[src/rtl/aes256_pkg.sv]
// aes256_pkg: shared types and constants for the AES-256 result unloader.
//   state_t      : unloader FSM state encoding (IDLE, REQ, WAIT, OUT)
//   AES_*        : block/byte geometry of a ciphertext block
//   tmo_cnt_w()  : width needed for a counter that reaches cycles-1
package aes256_pkg;

  typedef enum logic [1:0] {
    IDLE = 2'd0,
    REQ  = 2'd1,
    WAIT = 2'd2,
    OUT  = 2'd3
  } state_t;

  localparam int AES_BLOCK_BITS      = 128;
  localparam int AES_BYTE_BITS       = 8;
  localparam int AES_BYTES_PER_BLOCK = 16;

  // Smallest width w (at least 1) with 2**w >= cycles, so a counter of that
  // width can hold every value 0..cycles-1.
  function automatic int tmo_cnt_w(input int cycles);
    int w;
    w = 1;
    while ((1 << w) < cycles) w++;
    return w;
  endfunction

endpackage

[src/rtl/aes256_byte_assembler.sv]
// aes256_byte_assembler: 16-byte shift register that rebuilds a ciphertext
// block from a byte stream. Each captured byte enters at the LSB end, so the
// first byte of the block ends up in bits [127:120].
//   clk, rst   : clock, synchronous active-high reset
//   i_clear    : restart the byte count for a new block
//   i_capture  : shift i_data into the block this cycle
//   i_data     : incoming ciphertext byte
//   o_block    : assembled block
//   o_last     : the next capture completes the block
module aes256_byte_assembler
  import aes256_pkg::*;
#(
  parameter int BYTES_PER_BLOCK = AES_BYTES_PER_BLOCK
) (
  input  logic                      clk,
  input  logic                      rst,
  input  logic                      i_clear,
  input  logic                      i_capture,
  input  logic [AES_BYTE_BITS-1:0]  i_data,
  output logic [AES_BLOCK_BITS-1:0] o_block,
  output logic                      o_last
);

  logic [3:0]                r_count;
  logic [AES_BLOCK_BITS-1:0] r_block;

  always_ff @(posedge clk) begin
    if (rst) begin
      r_count <= '0;
      r_block <= '0;
    end else begin
      // The count holds at the final byte instead of wrapping; the next
      // block always starts with an explicit clear.
      if (i_clear)
        r_count <= '0;
      else if (i_capture && !o_last)
        r_count <= r_count + 4'd1;
      if (i_capture)
        r_block <= {r_block[AES_BLOCK_BITS-AES_BYTE_BITS-1:0], i_data};
    end
  end

  assign o_last  = (r_count == 4'(BYTES_PER_BLOCK - 1));
  assign o_block = r_block;

endmodule

[src/rtl/aes256_unloading.sv]
// aes256_unloading: pulls a finished ciphertext out of the AES-256 loader one
// byte at a time and presents the reassembled 128-bit block downstream.
//   clk, rst           : clock, synchronous active-high reset
//   pi_enc_done        : core finished; start unloading (ignored unless idle)
//   po_next_val_req    : one-cycle request for the next byte
//   pi_next_val_ready  : loader answer, pi_data valid (only honoured in WAIT)
//   pi_data            : ciphertext byte
//   po_block_valid     : po_block holds a complete block
//   pi_block_ready     : downstream accepts the block
//   po_block           : reassembled block, first byte in [127:120]
//   po_busy            : unloader not idle
//   po_timeout         : a request went unanswered for TIMEOUT_CYCLES
//   po_overrun         : pi_enc_done seen while a transfer was in progress
module aes256_unloading
  import aes256_pkg::*;
#(
  parameter int TIMEOUT_CYCLES  = 64,
  parameter int BYTES_PER_BLOCK = 16
) (
  input  logic                      clk,
  input  logic                      rst,
  input  logic                      pi_enc_done,
  input  logic                      pi_next_val_ready,
  input  logic [AES_BYTE_BITS-1:0]  pi_data,
  output logic                      po_next_val_req,
  input  logic                      pi_block_ready,
  output logic                      po_block_valid,
  output logic [AES_BLOCK_BITS-1:0] po_block,
  output logic                      po_busy,
  output logic                      po_timeout,
  output logic                      po_overrun
);

  localparam int TW = tmo_cnt_w(TIMEOUT_CYCLES);

  if (BYTES_PER_BLOCK != AES_BYTES_PER_BLOCK) begin : g_bpb_check
    $error("aes256_unloading: BYTES_PER_BLOCK must be 16");
  end
  if (TIMEOUT_CYCLES < 1) begin : g_tmo_check
    $error("aes256_unloading: TIMEOUT_CYCLES must be >= 1");
  end

  state_t          r_state;
  state_t          w_next;
  logic [TW-1:0]   r_tmo;
  logic            r_busy;
  logic            r_overrun;
  logic            w_clear;
  logic            w_capture;
  logic            w_timeout;
  logic            w_last;

  always_comb begin
    w_next    = r_state;
    w_clear   = 1'b0;
    w_capture = 1'b0;
    w_timeout = 1'b0;
    unique case (r_state)
      IDLE: begin
        if (pi_enc_done) begin
          w_next  = REQ;
          w_clear = 1'b1;
        end
      end
      REQ: w_next = WAIT;
      WAIT: begin
        if (pi_next_val_ready) begin
          w_capture = 1'b1;
          w_next    = w_last ? OUT : REQ;
        end else if (r_tmo == TW'(TIMEOUT_CYCLES - 1)) begin
          w_timeout = 1'b1;
          w_next    = IDLE;
        end
      end
      OUT: begin
        if (pi_block_ready) w_next = IDLE;
      end
      default: w_next = IDLE;
    endcase
  end

  always_ff @(posedge clk) begin
    if (rst) begin
      r_state   <= IDLE;
      r_busy    <= 1'b0;
      r_overrun <= 1'b0;
      r_tmo     <= '0;
    end else begin
      r_state   <= w_next;
      r_busy    <= (w_next != IDLE);
      // A second completion during a transfer is flagged, never queued.
      r_overrun <= pi_enc_done && (r_state != IDLE);
      if (r_state == REQ)
        r_tmo <= '0;
      else if (r_state == WAIT && !pi_next_val_ready && !w_timeout)
        r_tmo <= r_tmo + TW'(1);
    end
  end

  aes256_byte_assembler #(
    .BYTES_PER_BLOCK (BYTES_PER_BLOCK)
  ) u_asm (
    .clk       (clk),
    .rst       (rst),
    .i_clear   (w_clear),
    .i_capture (w_capture),
    .i_data    (pi_data),
    .o_block   (po_block),
    .o_last    (w_last)
  );

  assign po_next_val_req = (r_state == REQ);
  assign po_block_valid  = (r_state == OUT);
  assign po_busy         = r_busy;
  assign po_timeout      = w_timeout;
  assign po_overrun      = r_overrun;

endmodule

[config.mk]
export PLATFORM = sky130hd
export DESIGN_NAME = aes256_unloading
export DESIGN_NICKNAME = d
export VERILOG_FILES = /design/src/rtl/aes256_pkg.sv /design/src/rtl/aes256_byte_assembler.sv /design/src/rtl/aes256_unloading.sv
export SDC_FILE = /design/constraint.sdc
export NUM_CORES = 1
export LEC_CHECK = 0
export CORE_MARGIN = 2
export CORE_UTILIZATION = 42
export CTS_CLUSTER_SIZE = 10
export DETAILED_ROUTE_END_ITERATION = 6
export GPL_ROUTABILITY_DRIVEN = 0
export PLACE_DENSITY = 0.75
export SLEW_MARGIN = 10
export SYNTH_ARGS = -nofsm -noshare
export SYNTH_HDL_FRONTEND = slang
export SYNTH_SLANG_ARGS = --single-unit
[constraint.sdc]
create_clock -name clk -period 1.5 [get_ports clk]
set_clock_uncertainty 0.2 [all_clocks]
set_input_delay 0.225 -clock clk [delete_from_list [all_inputs] [get_ports clk]]
set_output_delay 0.225 -clock clk [all_outputs]
set_load 0.05 [all_outputs]
==> metrics.cfg, run 1 <==
[status]
outcome=did not finish
haltStage=global routing (5_1_grt)
firstError=[ERROR DPL-0033] detailed placement checks failed during check placement.

[floorplan]
die_h_um=113
die_x_um=113
num_rows=39
start_util=0.435
ios=146

[synth]
synth_ff_type=dfxtp_1
avgSynthCellArea_um2=7.97
synth_nets=646
synth_area_leaders=dfxtp_1 (57%), nand2_1 (19%), a21oi_1 (13%)
async_flop_share=0
ys_seq_elements=142
synthCells=631
yosys_warnings=0
synthesis.area_um2=5030
yosys.area.top_type=dfxtp_1
ys_seq_area_frac=0.565
ys_top_cells_by_count=nand2_1 (261), dfxtp_1 (142), a21oi_1 (131), clkbuf_1 (23), buf_2 (17)
synth_edf_count=0
synth.most_common_cell=nand2_1
synth_top_cell_area_share=0.565
synth_cell_types=37

[cts]
cts_root_buffer=clkbuf_16
cts_made_buffers=17
cts_max_level=4
cts_buffer_depth=2
cts_sinks=142

[global_route]
grt_max_degree=72
antenna_found_initial=2

[place]
dpl_cell_area_um2=8030
port_buffers=145
hpwl_mm=10.2
pre_cts_ws_ns=-0.671

[timing]
worstEpCategory=primary output
crit_endpoint=po_timeout

==> repair_timing <==
item                       CTS
hold endpoints to repair     5
hold buffers                 1
setup endpoints to repair  122
resized for setup           48
pin swaps                   10
cloned                      15
buffers inserted            17
==> metrics by stage <==
step / utilization / TNS (ns) / instances
after floorplan: - / -0.369 / 631
after global placement: 0.694 / -57.15 / 895
after detailed placement: 0.694 / -69.67 / 895
after CTS: 0.812 / -15.59 / 960
==> cells by family after synthesis <==
kind of cell               Yosys count  share of synthesized area
buffers and inverters               47                     0.0415
AOI/OAI and AO/OA                  138                      0.141
xor gates and xnor gates             4                    0.00696
muxes                                3                    0.00597
adders and majority gates            2                    0.00497
and+or+nand+nor                    295                      0.235
DFF                                142                      0.565
==> inputs of run 2 (changes only) <==
CORE_UTILIZATION = 35   (was 42)
CTS_CLUSTER_SIZE = default   (was 10)
PLACE_DENSITY = default   (was 0.75)
PLACE_DENSITY_LB_ADDON = 0.15   (was default)
clock period = 1.95 ns   (was 1.5 ns; I/O delays follow)
==> metrics.cfg, run 2 <==
[timing]
hold_violations=0
fmax_mhz=498
setup_viol=1
min_period_ns=2.01
min_period_over_period=1.03
slew_headroom=0.591
rsz0062_at_grt=true
tightest_slew_ns=0.613
hold_ws_ns=0.128
setup_slack_ns=-0.0597
maxSlewViolCount=0

[final_layout]
final_util=0.509
drive_gt1_frac=0.249
nFillCells=1384
syn_to_final_growth_pct=41.1
n_antenna_cell=0
layout.nets=782
largest_reg_flops=128
stdcell_area_um2=7100
layout_commonest_cell=nand2_1
seqCellArea_um2=2850
multi_input_area_um2=2020
final_cell_mix=nand2_1 (260), buf_4 (139), dfxtp_1 (139), a21oi_1 (131), clkbuf_16 (17)

[power_and_ir_drop]
clockPowerShare=0.518
p_switching_mw=1.28
vdd_ir_drop_max_v=0.000620
swShare=0.202
p_leak_nw=2.74
seqPwrFrac=0.459
p_int_mw=5.06
p_per_area_nw_per_um2=893
p_comb_frac=0.023

[cts]
clock_latency_ns=0.42
cts_root_buffer=clkbuf_16
clk_pin_slew_ns=0.06
cts_made_buffers=17  ; unchanged
cts_max_level=4  ; unchanged
cts_tree=yes
cts_sinks=142  ; unchanged
cts_buffer_depth=2  ; unchanged

[detailed_routing]
vias=4616
drtIter0Drc=243
vias_per_cell=4.81
dr.pass1.iters=6
wl_per_cell_um=13.4
drt_wl_total_mm=12.9
drc=0
ant_nets=0

[global_route]
grt_max_degree=62
grt_pass1_vias=4249
gr-usage-all-layers=0.168
grt-ovfl-total=0
antenna_found_initial=0
grt_pass1_wl_mm=20.2

[synth]
ys_seq_elements=142  ; unchanged
yosys.area.top_type=dfxtp_1
synth_top_cell_area_share=0.565  ; unchanged
synthCells=631  ; unchanged
yosys_warnings=0  ; unchanged
async_flop_share=0  ; unchanged
ys_top_cells_by_count=nand2_1 (261), dfxtp_1 (142), a21oi_1 (131), clkbuf_1 (23), buf_2 (17)
synth_edf_count=0  ; unchanged
synth_ff_type=dfxtp_1
avgSynthCellArea_um2=7.97  ; unchanged
synth_area_leaders=dfxtp_1 (57%), nand2_1 (19%), a21oi_1 (13%)
synthesis.area_um2=5030  ; unchanged
synth_nets=646  ; unchanged
synth_cell_types=37  ; unchanged
ys_seq_area_frac=0.565  ; unchanged
synth.most_common_cell=nand2_1

[critical_path]
worstPathMaxFanout=4
worstSetupStartpointType=input pin
worstPathArrival_ns=1.52
critPathKind=input pin to primary output
required_ns=1.46
cp-end-kind=primary output

[floorplan]
die_x_um=124  ; +9.2%
die_area_um2=15400
die_h_um=124  ; +9.2%
num_rows=43  ; +10%
start_util=0.361  ; -0.0740
core_area_um2=13900
ios=146  ; unchanged

[run]
maxCapViolCount=0

[place]
port_buffers=145  ; unchanged
dpl_cell_area_um2=6440  ; -20%
hpwl_mm=8.74  ; -14%

[status]
outcome=complete, but fails checks
violations=negative setup slack

[min_path]
hp-class=input pin to register

-- run 2: cell counts after synthesis --
Identical to the previous run, type by type.
-- run 2: path summary, 6_finish.rpt --
path	startpoint	endpoint	slack (ns)	cells after the start
worst max-delay path	pi_next_val_ready	po_timeout	-0.06	4
worst min-delay path	rst	u_asm.o_block[112]	0.13	2
worst max register to register	r_state[0]	u_asm.o_block[1]	0.21	4
worst min register to register	u_asm.o_block[121]	u_asm.o_block[121]	0.26	2
-- run 2: through the flow --
step | setup WS, ns | TNS (ns) | instances | power, mW
finish | -0.0597 | -0.0597 | 960 | 6.34
CTS | -0.130 | -0.130 | 959 | 6.42
global placement | -0.0918 | -5.43 | 926 | 3.12
floorplan | 0.0121 | 0 | 631 | 3.06
detailed placement | -0.190 | -9.58 | 926 | 3.13
global route | -0.0849 | -0.0849 | 960 | 6.56
-- run 2: critical path: stages --
cell,delay [ns]
clkdlybuf4s50_1,0.46
or3b_4,0.44
nor3_4,0.16
buf_12,0.16
-- run 2: cell type report --
class / count / area share
clock inverters: 11 / 0.0196
well taps: 180 / 0.0317
clock buffers: 21 / 0.0663
inverters: 1 / 0.000529
flip-flops and latches: 142 / 0.402
multi-input cells: 442 / 0.284
repair buffers: 163 / 0.196
-- run 2: logic make-up after synthesis --
logic type | Yosys count | share of synthesized area
AO/OA/AOI/OAI | 138 | 0.141
XOR/XNOR | 4 | 0.00696
adder cells (fa/ha/maj) | 2 | 0.00497
buffers and inverters | 47 | 0.0415
flip-flops | 142 | 0.565
multiplexers | 3 | 0.00597
AND/OR/NAND/NOR | 295 | 0.235
-- run 2: what timing repair did --
| action | 4_1_cts | 5_1_grt |
|---|---|---|
| buffers inserted | 1 | 1 |
| endpoints found under the setup margin | 3 | 1 |
| hold buffers | 0 | 0 |
| pin swaps | 2 | 1 |
| gates cloned | 0 | 0 |
| gates resized for setup | 8 | 5 |
-- run 2: power by group through the flow --
| stage | Sequential (mW) | Clock, mW | Combinational (mW) |
|---|---|---|---|
| final | 2.91 | 3.28 | 0.149 |
| after global routing | 2.91 | 3.49 | 0.160 |
| after CTS | 2.91 | 3.36 | 0.149 |
| after detailed placement | 2.98 | 0 | 0.150 |
| after global placement | 2.98 | 0 | 0.148 |
| after floorplan | 2.98 | 0 | 0.0767 |
-- run 2: per-layer routing --
layer,vias to the layer above,GRT usage,part of all wire
met2,112,0.269,0.47
met5,-,0,0
met4,0,0.0632,0.012
met3,13,0.0650,0.072
li1,2320,-,-
met1,2171,0.206,0.45
Note: power is estimated with default switching activity, not from simulation.
